### config.mk
export PLATFORM = sky130hd
export DESIGN_NAME = ddram_rom_loader
export DESIGN_NICKNAME = d
export VERILOG_FILES = /design/src/rtl/ddram_loader_pkg.sv /design/src/rtl/ddram_loader_fifo.sv /design/src/rtl/ddram_rom_loader.sv
export SDC_FILE = /design/constraint.sdc
export NUM_CORES = 1
export LEC_CHECK = 0
export CAP_MARGIN = 20
export CORE_MARGIN = 2
export CORE_UTILIZATION = 50
export CTS_CLUSTER_DIAMETER = 120
export DETAILED_ROUTE_END_ITERATION = 16
export GPL_TIMING_DRIVEN = 0
export MAX_ROUTING_LAYER = met4
export PLACE_DENSITY = 0.82
export SLEW_MARGIN = 20
export SYNTH_ARGS = -nofsm -noshare
export SYNTH_HDL_FRONTEND = slang
export SYNTH_HIERARCHICAL = 1
export SYNTH_SLANG_ARGS = --single-unit
### constraint.sdc
create_clock -name DDRAM_CLK -period 8.7 [get_ports DDRAM_CLK]
set_clock_uncertainty 0.05 [all_clocks]
set_input_delay 0.87 -clock DDRAM_CLK [delete_from_list [all_inputs] [get_ports DDRAM_CLK]]
set_output_delay 0.87 -clock DDRAM_CLK [all_outputs]
set_load 0.01 [all_outputs]
### src/rtl/ddram_loader_pkg.sv
// Shared types for the DDR byte-port ROM loader: FIFO entry layout and write FSM states.
package ddram_loader_pkg;

    typedef struct packed {
        logic [27:0] addr;
        logic [7:0]  data;
    } fifo_entry_t;

    typedef enum logic [1:0] {
        IDLE,
        ISSUE,
        ACK,
        GAP
    } wr_state_t;

endpackage

### src/rtl/ddram_loader_fifo.sv
// Single-clock FIFO of {addr, data} entries; show-ahead head, push/pop take effect next cycle.
// Push when full is dropped and latches a sticky overflow flag; pop when empty is ignored.
module ddram_loader_fifo
    import ddram_loader_pkg::*;
#(
    parameter int DEPTH = 8
) (
    input  logic                     clk,
    input  logic                     rst_n,
    input  logic                     push,
    input  fifo_entry_t              din,
    input  logic                     pop,
    output fifo_entry_t              dout,
    output logic                     empty,
    output logic                     full,
    output logic [$clog2(DEPTH):0]   count
);
    localparam int AW = $clog2(DEPTH);

    fifo_entry_t   mem [DEPTH];
    logic [AW:0]   wr_ptr;
    logic [AW:0]   rd_ptr;
    logic          push_ok;
    logic          pop_ok;
    logic          overflow;

    assign count   = wr_ptr - rd_ptr;
    assign empty   = (count == '0);
    assign full    = (count == (AW+1)'(DEPTH));
    assign push_ok = push & ~full;
    assign pop_ok  = pop & ~empty;
    assign dout    = mem[rd_ptr[AW-1:0]];

    // Pointers carry one extra bit so full and empty stay distinguishable.
    always_ff @(posedge clk or negedge rst_n) begin
        if (!rst_n) begin
            wr_ptr   <= '0;
            rd_ptr   <= '0;
            overflow <= 1'b0;
        end else begin
            if (push_ok)
                wr_ptr <= wr_ptr + 1'b1;
            if (pop_ok)
                rd_ptr <= rd_ptr + 1'b1;
            if (push && full)
                overflow <= 1'b1;
        end
    end

    always_ff @(posedge clk) begin
        if (push_ok)
            mem[wr_ptr[AW-1:0]] <= din;
    end

endmodule

### src/rtl/ddram_rom_loader.sv
// Turns HPS ioctl download strobes into single edge-triggered byte writes; core reads pass through otherwise.
// Write issue >= 1 cycle after push, >= 4 cycles between writes; HPS held by registered ioctl_wait.
module ddram_rom_loader
    import ddram_loader_pkg::*;
#(
    parameter int          FIFO_DEPTH  = 8,
    parameter logic [27:0] ADDR_OFFSET = 28'h0
) (
    input  logic        DDRAM_CLK,
    input  logic        reset_n,
    input  logic        ioctl_download,
    input  logic        ioctl_wr,
    input  logic [27:0] ioctl_addr,
    input  logic [7:0]  ioctl_dout,
    output logic        ioctl_wait,
    output logic        load_done,
    input  logic [27:0] core_addr,
    input  logic        core_rd,
    output logic [7:0]  core_dout,
    output logic        core_ready,
    input  logic        mem_busy,
    output logic [27:0] mem_addr,
    output logic [7:0]  mem_din,
    output logic        mem_we,
    output logic        mem_rd,
    input  logic [7:0]  mem_dout,
    input  logic        mem_ready
);
    localparam int CW = $clog2(FIFO_DEPTH) + 1;

    wr_state_t     state;
    wr_state_t     state_nxt;
    fifo_entry_t   push_ent;
    fifo_entry_t   head;
    logic          fifo_empty;
    logic          fifo_full;
    logic [CW-1:0] fifo_count;
    logic [CW-1:0] count_nxt;
    logic          pop;
    logic          push_ok;
    logic          load_mode;
    logic          dl_seen;
    logic          done_cond;
    logic [27:0]   wr_addr;
    logic [7:0]    wr_din;

    assign push_ent.addr = ioctl_addr + ADDR_OFFSET;
    assign push_ent.data = ioctl_dout;

    ddram_loader_fifo #(
        .DEPTH (FIFO_DEPTH)
    ) u_fifo (
        .clk   (DDRAM_CLK),
        .rst_n (reset_n),
        .push  (ioctl_wr),
        .din   (push_ent),
        .pop   (pop),
        .dout  (head),
        .empty (fifo_empty),
        .full  (fifo_full),
        .count (fifo_count)
    );

    always_comb begin
        state_nxt = state;
        pop       = 1'b0;
        case (state)
            IDLE: begin
                if (!fifo_empty && mem_ready) begin
                    pop       = 1'b1;
                    state_nxt = ISSUE;
                end
            end
            ISSUE:   if (!mem_ready) state_nxt = ACK;
            ACK:     if (mem_ready)  state_nxt = GAP;
            // One idle-bus cycle lets the port's edge detector see we low before the next write.
            GAP:     if (!mem_busy)  state_nxt = IDLE;
            default: state_nxt = IDLE;
        endcase
    end

    assign push_ok   = ioctl_wr & ~fifo_full;
    assign count_nxt = fifo_count + CW'(push_ok) - CW'(pop);
    assign done_cond = ~ioctl_download & fifo_empty & (state == IDLE) & dl_seen;

    always_ff @(posedge DDRAM_CLK or negedge reset_n) begin
        if (!reset_n) begin
            state      <= IDLE;
            wr_addr    <= '0;
            wr_din     <= '0;
            ioctl_wait <= 1'b0;
            dl_seen    <= 1'b0;
            load_done  <= 1'b0;
        end else begin
            state <= state_nxt;
            if (pop) begin
                wr_addr <= head.addr;
                wr_din  <= head.data;
            end
            // Wait is raised off next-cycle occupancy, leaving two slots for strobes in flight.
            ioctl_wait <= (count_nxt >= CW'(FIFO_DEPTH - 2));
            load_done  <= done_cond;
            if (done_cond)
                dl_seen <= 1'b0;
            else if (ioctl_download)
                dl_seen <= 1'b1;
        end
    end

    assign load_mode  = ioctl_download | ~fifo_empty | (state != IDLE);
    assign mem_addr   = load_mode ? wr_addr : core_addr;
    assign mem_din    = wr_din;
    assign mem_we     = (state == ISSUE);
    assign mem_rd     = load_mode ? 1'b0 : core_rd;
    assign core_dout  = mem_dout;
    assign core_ready = load_mode ? 1'b0 : mem_ready;

endmodule
==> flow_metrics.tcl, run 1 <==
set metrics [dict create \
    critPathCapture "mem_addr[10]" \
    slowest_stage "buf_1" \
    status "finished, final reports clean" \
    p_clk_share_pct 23.5 \
    clk_pin_slew_worst_paths_ns 0.06 \
    seq_area_um2 9870 \
    slew_viol_final 0 \
    worstPathArrival_ns 4.91 \
    hold_viol 0 \
    die_area_um2 28700 \
    intPower_uw 3990 \
    seq_area_frac_synth_pct 72.1 \
    synth_edf_count 288 \
    ys_ff_latch 337 \
    clockBufferDepth 3 \
    place_inst 1197 \
    fmaxAchievable_ghz 0.171 \
    num_io_pins 128 \
    grt_pass1_vias 7386 \
    crit_type "reg -> out" \
    required_ns 7.78 \
    htree_levels 2 \
    reg2reg_to "ioctl_wait" \
    syn_area_per_cell_um2 19.1 \
    sequentialPowerShare_pct 38.7 \
    hold_path.class "in -> async" \
    viasPerCell 5.62 \
    path_delay_family "buffers and inverters" \
    vias 7071 \
    io_buffers 119 \
    layout-drive-gt1-share_pct 27.3 \
    die_y_um 170 \
    grt_pass1_wl_um 42300 \
    clkLatencyLatePin_ns 0.50 \
    synth_ff_type "edfxtp_1" \
    multi_input_area_um2 3560 \
    dieWidth_um 170 \
    layout_common_cells "edfxtp_1 (288), clkdlybuf4s50_1 (118), nand2_1 (111)" \
    ys_types 42 \
    critPathBufInv 5 \
    fin_nets 987 \
    cp_num_cells 11 \
    synthesis.area_um2 13700 \
    routed_wl_um 27600 \
    cts_tree "built" \
    grt_overflow 0 \
    row_count 60 \
    start_kind "flop" \
    r2r_cells 17 \
    finalCritPeriodShare_pct 67.0 \
    clock_sinks 337 \
    firstDrtPassIters 5 \
    ff2ff_setup_slack_ns 3.44 \
    max-vdd-ir-drop_mv 0.237 \
    crit_path_frequent_cell "buf_2" \
    cts_hold_buf 0 \
    fill_cells 1847 \
    routedWlPerCell_um 22.0 \
    maxCapViolations 0 \
    async_flop_share_pct 14.5 \
    endpoint_kind "output port" \
    antenna_found_initial 2 \
    synth_nets 811 \
    worstMarginPinSlew_ns 0.772 \
    max_slew_margin_pct 48.4 \
    grt_usage_pct 20.4 \
    rsz0062_at_grt "no" \
    startpoint "u_fifo/rd_ptr[1]" \
    core_area_um2 27000 \
    ant_nets 0 \
    grt_max_degree 41 \
    synthTopCellsByArea "edfxtp_1 (63%), mux4_2 (12%), dfrtp_1 (9.0%), mux2_4 (3.2%), nand2_1 (3.0%)" \
    finalSetupTns_ns 0 \
    drc_errors 0 \
    p_sw_uw 1770 \
    worst_slack_ns 2.87 \
    cp_max_fo 10 \
    final_common_cell "edfxtp_1" \
    setup_viol 0 \
    drtIter0Drc 487 \
    swShare_pct 30.7 \
    cts_root_buf "clkbuf_16" \
    r2r_start "u_fifo/rd_ptr[1]" \
    post-cts-setup-buffers 0 \
    area_growth_pct 22.3 \
    hpwl_um 18200 \
    cts.repair.resized 0 \
    place_ws_ns 3.39 \
    synth-warning-count 6 \
    synth_top_area_cell "edfxtp_1" \
    gp_congestion 0.761 \
    synthCells 716 \
    cts_buffers 34 \
    p_leak_uw 0.00605 \
    post-route-min-period_ns 5.83 \
    max_stage_delay_ns 0.55 \
    instances_no_fill 1259 \
    initial_core_util_pct 50.8 \
    power_frac_comb_pct 37.8 \
    power_density_nw_per_um2 344 \
    synth_top_cell_area_share_pct 63.1 \
    crit_chain "buf_2 -> buf_1 -> inv_1 -> fa_1 -> xor2_1 -> or3_2 -> nor2_1 -> nand3b_2 -> buf_2 -> mux2_2 -> clkdlybuf4s50_1" \
]
-- state kept, by name (all words and copies together), names as in the netlist --
| register | cells |
|---|---|
| u_fifo/rd_ptr | 4 |
| wr_addr | 28 |
| dl_seen | 1 |
| load_done | 1 |
| state | 2 |
| u_fifo/mem | 288 |
| ioctl_wait | 1 |
| u_fifo/wr_ptr | 4 |
| mem_din | 8 |
-- Yosys cell counts, types with 2 or more instances --
cell        n
xnor2_1     8
xor2_1      2
mux2_4     29
mux2_2     37
edfxtp_1  288
nor3_1      4
buf_12      3
nand2b_1    4
buf_2      12
fa_1        2
ha_1       14
dfrtp_1    49
nor2_1     11
a21oi_1     6
buf_6       2
nand2_1   111
nand3b_1    2
mux4_2     72
nand3_1     4
clkbuf_1    9
buf_4       8
buf_1       5
inv_1      15
-- routing by layer --
metal | vias to the layer above | global-route usage, % | wire, µm | part of all wire, %
met1 | 3628 | 25.5 | 11200 | 41
met3 | 58 | 3.61 | 1620 | 5.9
met5 | - | - | 0 | 0
met2 | 260 | 33.9 | 14000 | 51
met4 | 0 | 7.21 | 810 | 2.9
li1 | 3125 | - | - | -
-- cell type report --
cell class,count,share of cell area [%]
sequential,337,59.0
multi-input combinational,324,21.3
timing repair buffer,140,9.16
clock buffer,41,5.42
tap,341,2.55
buffer,39,1.52
clock inverter,19,0.740
inverter,16,0.359
antenna,2,0.0299
-- worst min path at each step --
stage	depth (start not counted)	slack [ns]	from	endpoint
2_1_floorplan	1	0.40	dl_seen	dl_seen
3_3_place_gp	1	0.41	dl_seen	dl_seen
3_5_place_dp	1	0.42	dl_seen	dl_seen
4_1_cts	1	0.15	reset_n	mem_din[3]
5_1_grt	1	0.15	reset_n	mem_din[3]
6_report	1	0.16	reset_n	mem_din[3]
-- kinds of logic (layout without fill, tap and decap cells) --
kind of cell,after synthesis,after routing,synth area share (%)
flops,337,337,72.1
mux,139,139,18.1
buf+inv,55,255,2.30
xor+xnor,10,10,0.639
compound gates,16,16,0.904
other cells,0,2,0
simple gates,143,143,4.35
fa+ha+maj,16,16,1.57
-- power by group through the flow --
stage | Sequential (µW) | Clock (µW) | Combinational, µW
after detailed placement | 2260 | 0 | 2180
final | 2230 | 1350 | 2180
after global routing | 2260 | 1440 | 2370
after global placement | 2270 | 0 | 2030
after CTS | 2230 | 1380 | 2210
after floorplan | 2240 | 0 | 1450
-- per-stage QoR --
step | total power, µW | hold WS (ns) | area (µm²) | utilization (%)
2_1_floorplan | 3690 | 0.401 | 13700 | -
3_3_place_gp | 4310 | 0.413 | 15300 | 56.8
3_5_place_dp | 4440 | 0.419 | 15700 | 58.3
4_1_cts | 5820 | 0.147 | 16700 | 62.1
5_1_grt | 6070 | 0.149 | 16700 | 62.1
6_report | 5770 | 0.157 | 16700 | 62.1
-- worst register-to-register path, delay by kind of cell, from the launching register on --
| family | cells | cell delay [ns] |
|---|---|---|
| compound gates | 1 | 0.30 |
| xor+xnor | 2 | 0.38 |
| fa+ha+maj | 4 | 1.40 |
| buf+inv | 7 | 1.59 |
| flops | 1 | 0.41 |
| simple gates | 3 | 1.01 |
No activity file was read; power rests on OpenSTA's default activity.
==> run 2: changes to the inputs <==
==> constraint.sdc (replaced) <==
create_clock -name DDRAM_CLK -period 5.7 [get_ports DDRAM_CLK]
set_clock_uncertainty 0.05 [all_clocks]
set_input_delay 0.57 -clock DDRAM_CLK [delete_from_list [all_inputs] [get_ports DDRAM_CLK]]
set_output_delay 0.57 -clock DDRAM_CLK [all_outputs]
set_load 0.01 [all_outputs]
==> flow_metrics.tcl, run 2 (same netlist as run 1, synthesis figures left out) <==
set metrics [dict create \
    status "finished, final reports clean" \
    vias 7034 \
    crit_chain "inv_2 -> buf_1 -> ha_1 -> xor2_1 -> or3_2 -> nor2_1 -> nand3b_2 -> buf_2 -> mux2_2 -> clkdlybuf4s50_1" \
    slowest_stage "or3_2" \
    grt_usage_pct 20.4 \
    num_io_pins 128 \
    ant_nets 0 \
    cts_root_buf "clkbuf_16" \
    instances_no_fill 1259 \
    htree_levels 2 \
    setup_viol 0 \
    final_common_cell "edfxtp_1" \
    worstMarginPinSlew_ns 0.780 \
    io_buffers 119 \
    place_ws_ns 0.460 \
    critPathBufInv 4 \
    cts_tree "built" \
    hpwl_um 18200 \
    row_count 60 \
    required_ns 5.08 \
    hold_viol 0 \
    place_inst 1197 \
    r2r_cells 16 \
    clock_sinks 337 \
    rsz0062_at_grt "no" \
    endpoint_kind "output port" \
    finalCritPeriodShare_pct 91.4 \
    grt_overflow 0 \
    die_y_um 170 \
    p_leak_uw 0.00605 \
    crit_type "reg -> out" \
    die_area_um2 28700 \
    dieWidth_um 170 \
    viasPerCell 5.59 \
    max-vdd-ir-drop_mv 0.362 \
    routed_wl_um 27600 \
    reg2reg_to "ioctl_wait" \
    largest_register_ffs 288 \
    initial_core_util_pct 50.8 \
    drc_errors 0 \
    clkLatencyLatePin_ns 0.50 \
    clk_pin_slew_worst_paths_ns 0.06 \
    slew_viol_final 0 \
    fin_area_um2 16800 \
    hold_path.class "in -> async" \
    max_stage_delay_ns 0.53 \
    power_density_nw_per_um2 525 \
    layout_common_cells "edfxtp_1 (288), clkdlybuf4s50_1 (118), nand2_1 (111)" \
    r2r_start "u_fifo/rd_ptr[2]" \
    fin_nets 987 \
    path_delay_family "buffers and inverters" \
    area_growth_pct 22.3 \
    ff2ff_setup_slack_ns 0.76 \
    clockBufferDepth 3 \
    drtIter0Drc 471 \
    startpoint "u_fifo/rd_ptr[2]" \
    fmaxAchievable_ghz 0.192 \
    max_slew_margin_pct 47.9 \
    grt_pass1_wl_um 42300 \
    firstDrtPassIters 5 \
    placed_cell_area_um2 15700 \
    whs_ns 0.400 \
    cp_max_fo 10 \
    gp_congestion 0.761 \
    core_area_um2 27000 \
    layout-drive-gt1-share_pct 27.3 \
    worst_slack_ns 0.489 \
    maxCapViolations 0 \
    finalSetupTns_ns 0 \
    routedWlPerCell_um 21.9 \
    worstPathArrival_ns 4.59 \
    grt_max_degree 41 \
    start_kind "flop" \
    grt_pass1_vias 7394 \
    antenna_found_initial 2 \
    post-route-min-period_ns 5.21 \
    cts_buffers 34 \
]
-- run 2: cell types whose count changed in the layout (fill, tap and decap cells not counted) --
cell / before / now
dlygate4sd3_1: 0 / 1
buf_1: 5 / 4
-- run 2: worst max-delay path by stage --
stage | endpoint | cells after the start
after global placement | u_fifo/mem[0][9] | 9
after CTS | mem_addr[10] | 11
final | mem_addr[10] | 10
after detailed placement | ioctl_wait | 17
after global routing | mem_addr[10] | 10
after floorplan | u_fifo/mem[0][0] | 9
-- run 2: per-layer routing --
metal  global-route usage (%)  wire (µm)
met5                        -          0
met4                     7.21        793
met3                     3.61       1600
met2                     33.9      14000
met1                     25.5      11200
-- run 2: per-stage QoR --
| step | power [µW] | util [%] |
|---|---|---|
| CTS | 8890 | 62.2 |
| global route | 9260 | 62.2 |
| finish | 8800 | 62.2 |
| detailed placement | 6780 | 58.3 |
| floorplan | 5640 | - |
| global placement | 6580 | 56.8 |
-- run 2: power breakdown --
part / total [µW] / switching (µW) / internal [µW]
combinational: 3320 / 1630 / 1700
sequential: 3410 / 194 / 3210
clock: 2070 / 880 / 1190
-- run 2: area by class of cell --
cell class	count	area [µm²]
sequential	337	9870
clock inverter	19	124
tap	341	427
buffer	38	251
fill	1848	10200
multi-input combinational	324	3560
inverter	16	60.1
timing repair buffer	141	1540
clock buffer	41	908
antenna	2	5.00
-- run 2: what timing repair did --
action	in CTS	in global routing
hold buffers	1	0
endpoints found under the hold margin	9	0
resized for setup	0	0
setup endpoints to repair	0	26
setup buffers	0	0
==> run 3: changes to the inputs <==
--- a/config.mk
+++ b/config.mk
@@ -5,14 +5,15 @@
 export SDC_FILE = /design/constraint.sdc
 export NUM_CORES = 1
 export LEC_CHECK = 0
-export CAP_MARGIN = 20
+export CAP_MARGIN = 30
 export CORE_MARGIN = 2
 export CORE_UTILIZATION = 50
 export CTS_CLUSTER_DIAMETER = 120
 export DETAILED_ROUTE_END_ITERATION = 16
 export GPL_TIMING_DRIVEN = 0
 export MAX_ROUTING_LAYER = met4
-export PLACE_DENSITY = 0.82
+export PLACE_DENSITY = 0.72
+export SKIP_CTS_REPAIR_TIMING = 1
 export SLEW_MARGIN = 20
 export SYNTH_ARGS = -nofsm -noshare
 export SYNTH_HDL_FRONTEND = slang
==> flow_metrics.tcl, run 3 (same netlist as run 1, synthesis figures left out) <==
set metrics [dict create \
    max_slew_margin_pct 42.7 \
    grt_pass1_vias 7212 \
    final_util_pct 62.2 \
    cts_tree "built" \
    fmaxAchievable_ghz 0.195 \
    p_leak_uw 0.00604 \
    crit_chain "inv_2 -> buf_1 -> ha_1 -> xor2_1 -> or3_2 -> nor2_1 -> nand3b_2 -> buf_2 -> mux2_2 -> clkdlybuf4s50_1" \
    viasPerCell 5.59 \
    worstPathArrival_ns 4.52 \
    seq_area_um2 9870 \
    grt_usage_pct 20.4 \
    clkLatencyLatePin_ns 0.50 \
    crit_type "reg -> out" \
    slew_viol_final 0 \
    io_buffers 119 \
    drtIter0Drc 561 \
    htree_levels 2 \
    max_stage_delay_ns 0.56 \
    fill_cells 1893 \
    final_common_cell "edfxtp_1" \
    row_count 60 \
    hpwl_um 17900 \
    die_y_um 170 \
    initial_core_util_pct 50.8 \
    ant_nets 0 \
    routed_wl_um 27700 \
    drc_errors 0 \
    area_growth_pct 22.4 \
    firstDrtPassIters 4 \
    rsz0062_at_grt "no" \
    finalSetupTns_ns 0 \
    layout-drive-gt1-share_pct 26.8 \
    power_density_nw_per_um2 524 \
    core_area_um2 27000 \
    finalCritPeriodShare_pct 90.1 \
    r2r_cells 16 \
    gp_congestion 0.765 \
    largest_register_ffs 288 \
    hold_path_depth 1 \
    die_area_um2 28700 \
    clock_sinks 337 \
    slowest_stage "buf_1" \
    worstMarginPinSlew_ns 0.860 \
    clk_pin_slew_worst_paths_ns 0.06 \
    num_io_pins 128 \
    fin_nets 987 \
    endpoint_kind "output port" \
    status "finished, final reports clean" \
    grt_pass1_wl_um 42300 \
    hold_viol 0 \
    clockBufferDepth 3 \
    multi_input_area_um2 3560 \
    maxCapViolations 0 \
    required_ns 5.08 \
    grt_overflow 0 \
    dieWidth_um 170 \
    hold_path.class "reg -> reg" \
    vias 7035 \
    cp_max_fo 10 \
    routedWlPerCell_um 22.0 \
    setup_viol 0 \
    post-route-min-period_ns 5.14 \
    start_kind "flop" \
    antenna_found_initial 1 \
    cts_root_buf "clkbuf_16" \
    layout_common_cells "edfxtp_1 (288), clkdlybuf4s50_1 (118), nand2_1 (111)" \
    cts_buffers 34 \
    power_uw 8790 \
    grt_max_degree 28 \
    max-vdd-ir-drop_mv 0.289 \
]
==> run 3: cell type report <==
type / instances / share of cell area [%]
clock buffer: 50 / 5.74
tap: 341 / 2.54
multi-input combinational: 324 / 21.2
clock inverter: 11 / 0.366
inverter: 16 / 0.358
antenna: 1 / 0.0149
timing repair buffer: 141 / 9.36
sequential: 337 / 58.9
buffer: 38 / 1.50
==> run 3: path summary, 6_finish.rpt <==
| path | start | to | slack (ns) |
|---|---|---|---|
| worst min register to register | dl_seen | dl_seen | 0.43 |
| min in group asynchronous | reset_n | wr_addr[26] | 0.47 |
| worst min-delay path | dl_seen | dl_seen | 0.43 |
| worst max-delay path | u_fifo/rd_ptr[2] | mem_addr[2] | 0.56 |
| max in group asynchronous | reset_n | wr_addr[10] | 4.64 |
| worst max register to register | u_fifo/rd_ptr[2] | ioctl_wait | 0.86 |
==> run 3: where the power goes <==
group	leakage, µW	internal [µW]	switching (µW)
clock network	0.000500	1170	875
logic	0.00234	1700	1620
registers	0.00320	3210	199
total	0.00604	6090	2700
==> run 3: per-stage QoR <==
step,setup slack (ns),area [µm²],cells,hold WS [ns]
3_3_place_gp,-2.62,15300,1176,0.417
5_1_grt,0.312,16800,1259,0.465
4_1_cts,0.135,16800,1258,-0.0773
3_5_place_dp,0.504,15700,1197,0.423
2_1_floorplan,0.671,13700,716,0.224
6_report,0.564,16800,1259,0.432
==> run 3: routing by layer <==
layer / wire, µm / track usage (%) / share of wire (%) / up-vias
li1: - / - / - / 3118
met1: 11700 / 27.3 / 42 / 3587
met2: 13300 / 32.5 / 48 / 279
met3: 2150 / 4.48 / 7.7 / 51
met4: 528 / 4.91 / 1.9 / 0
met5: 0 / - / 0 / -
==> run 3: worst max-delay path: cells and delay by family, from the launching register on <==
kind | cells | cell delay (ns)
flops | 1 | 0.41
xor+xnor | 1 | 0.21
simple gates | 3 | 1.08
buf+inv | 4 | 1.63
mux | 1 | 0.28
fa+ha+maj | 1 | 0.39
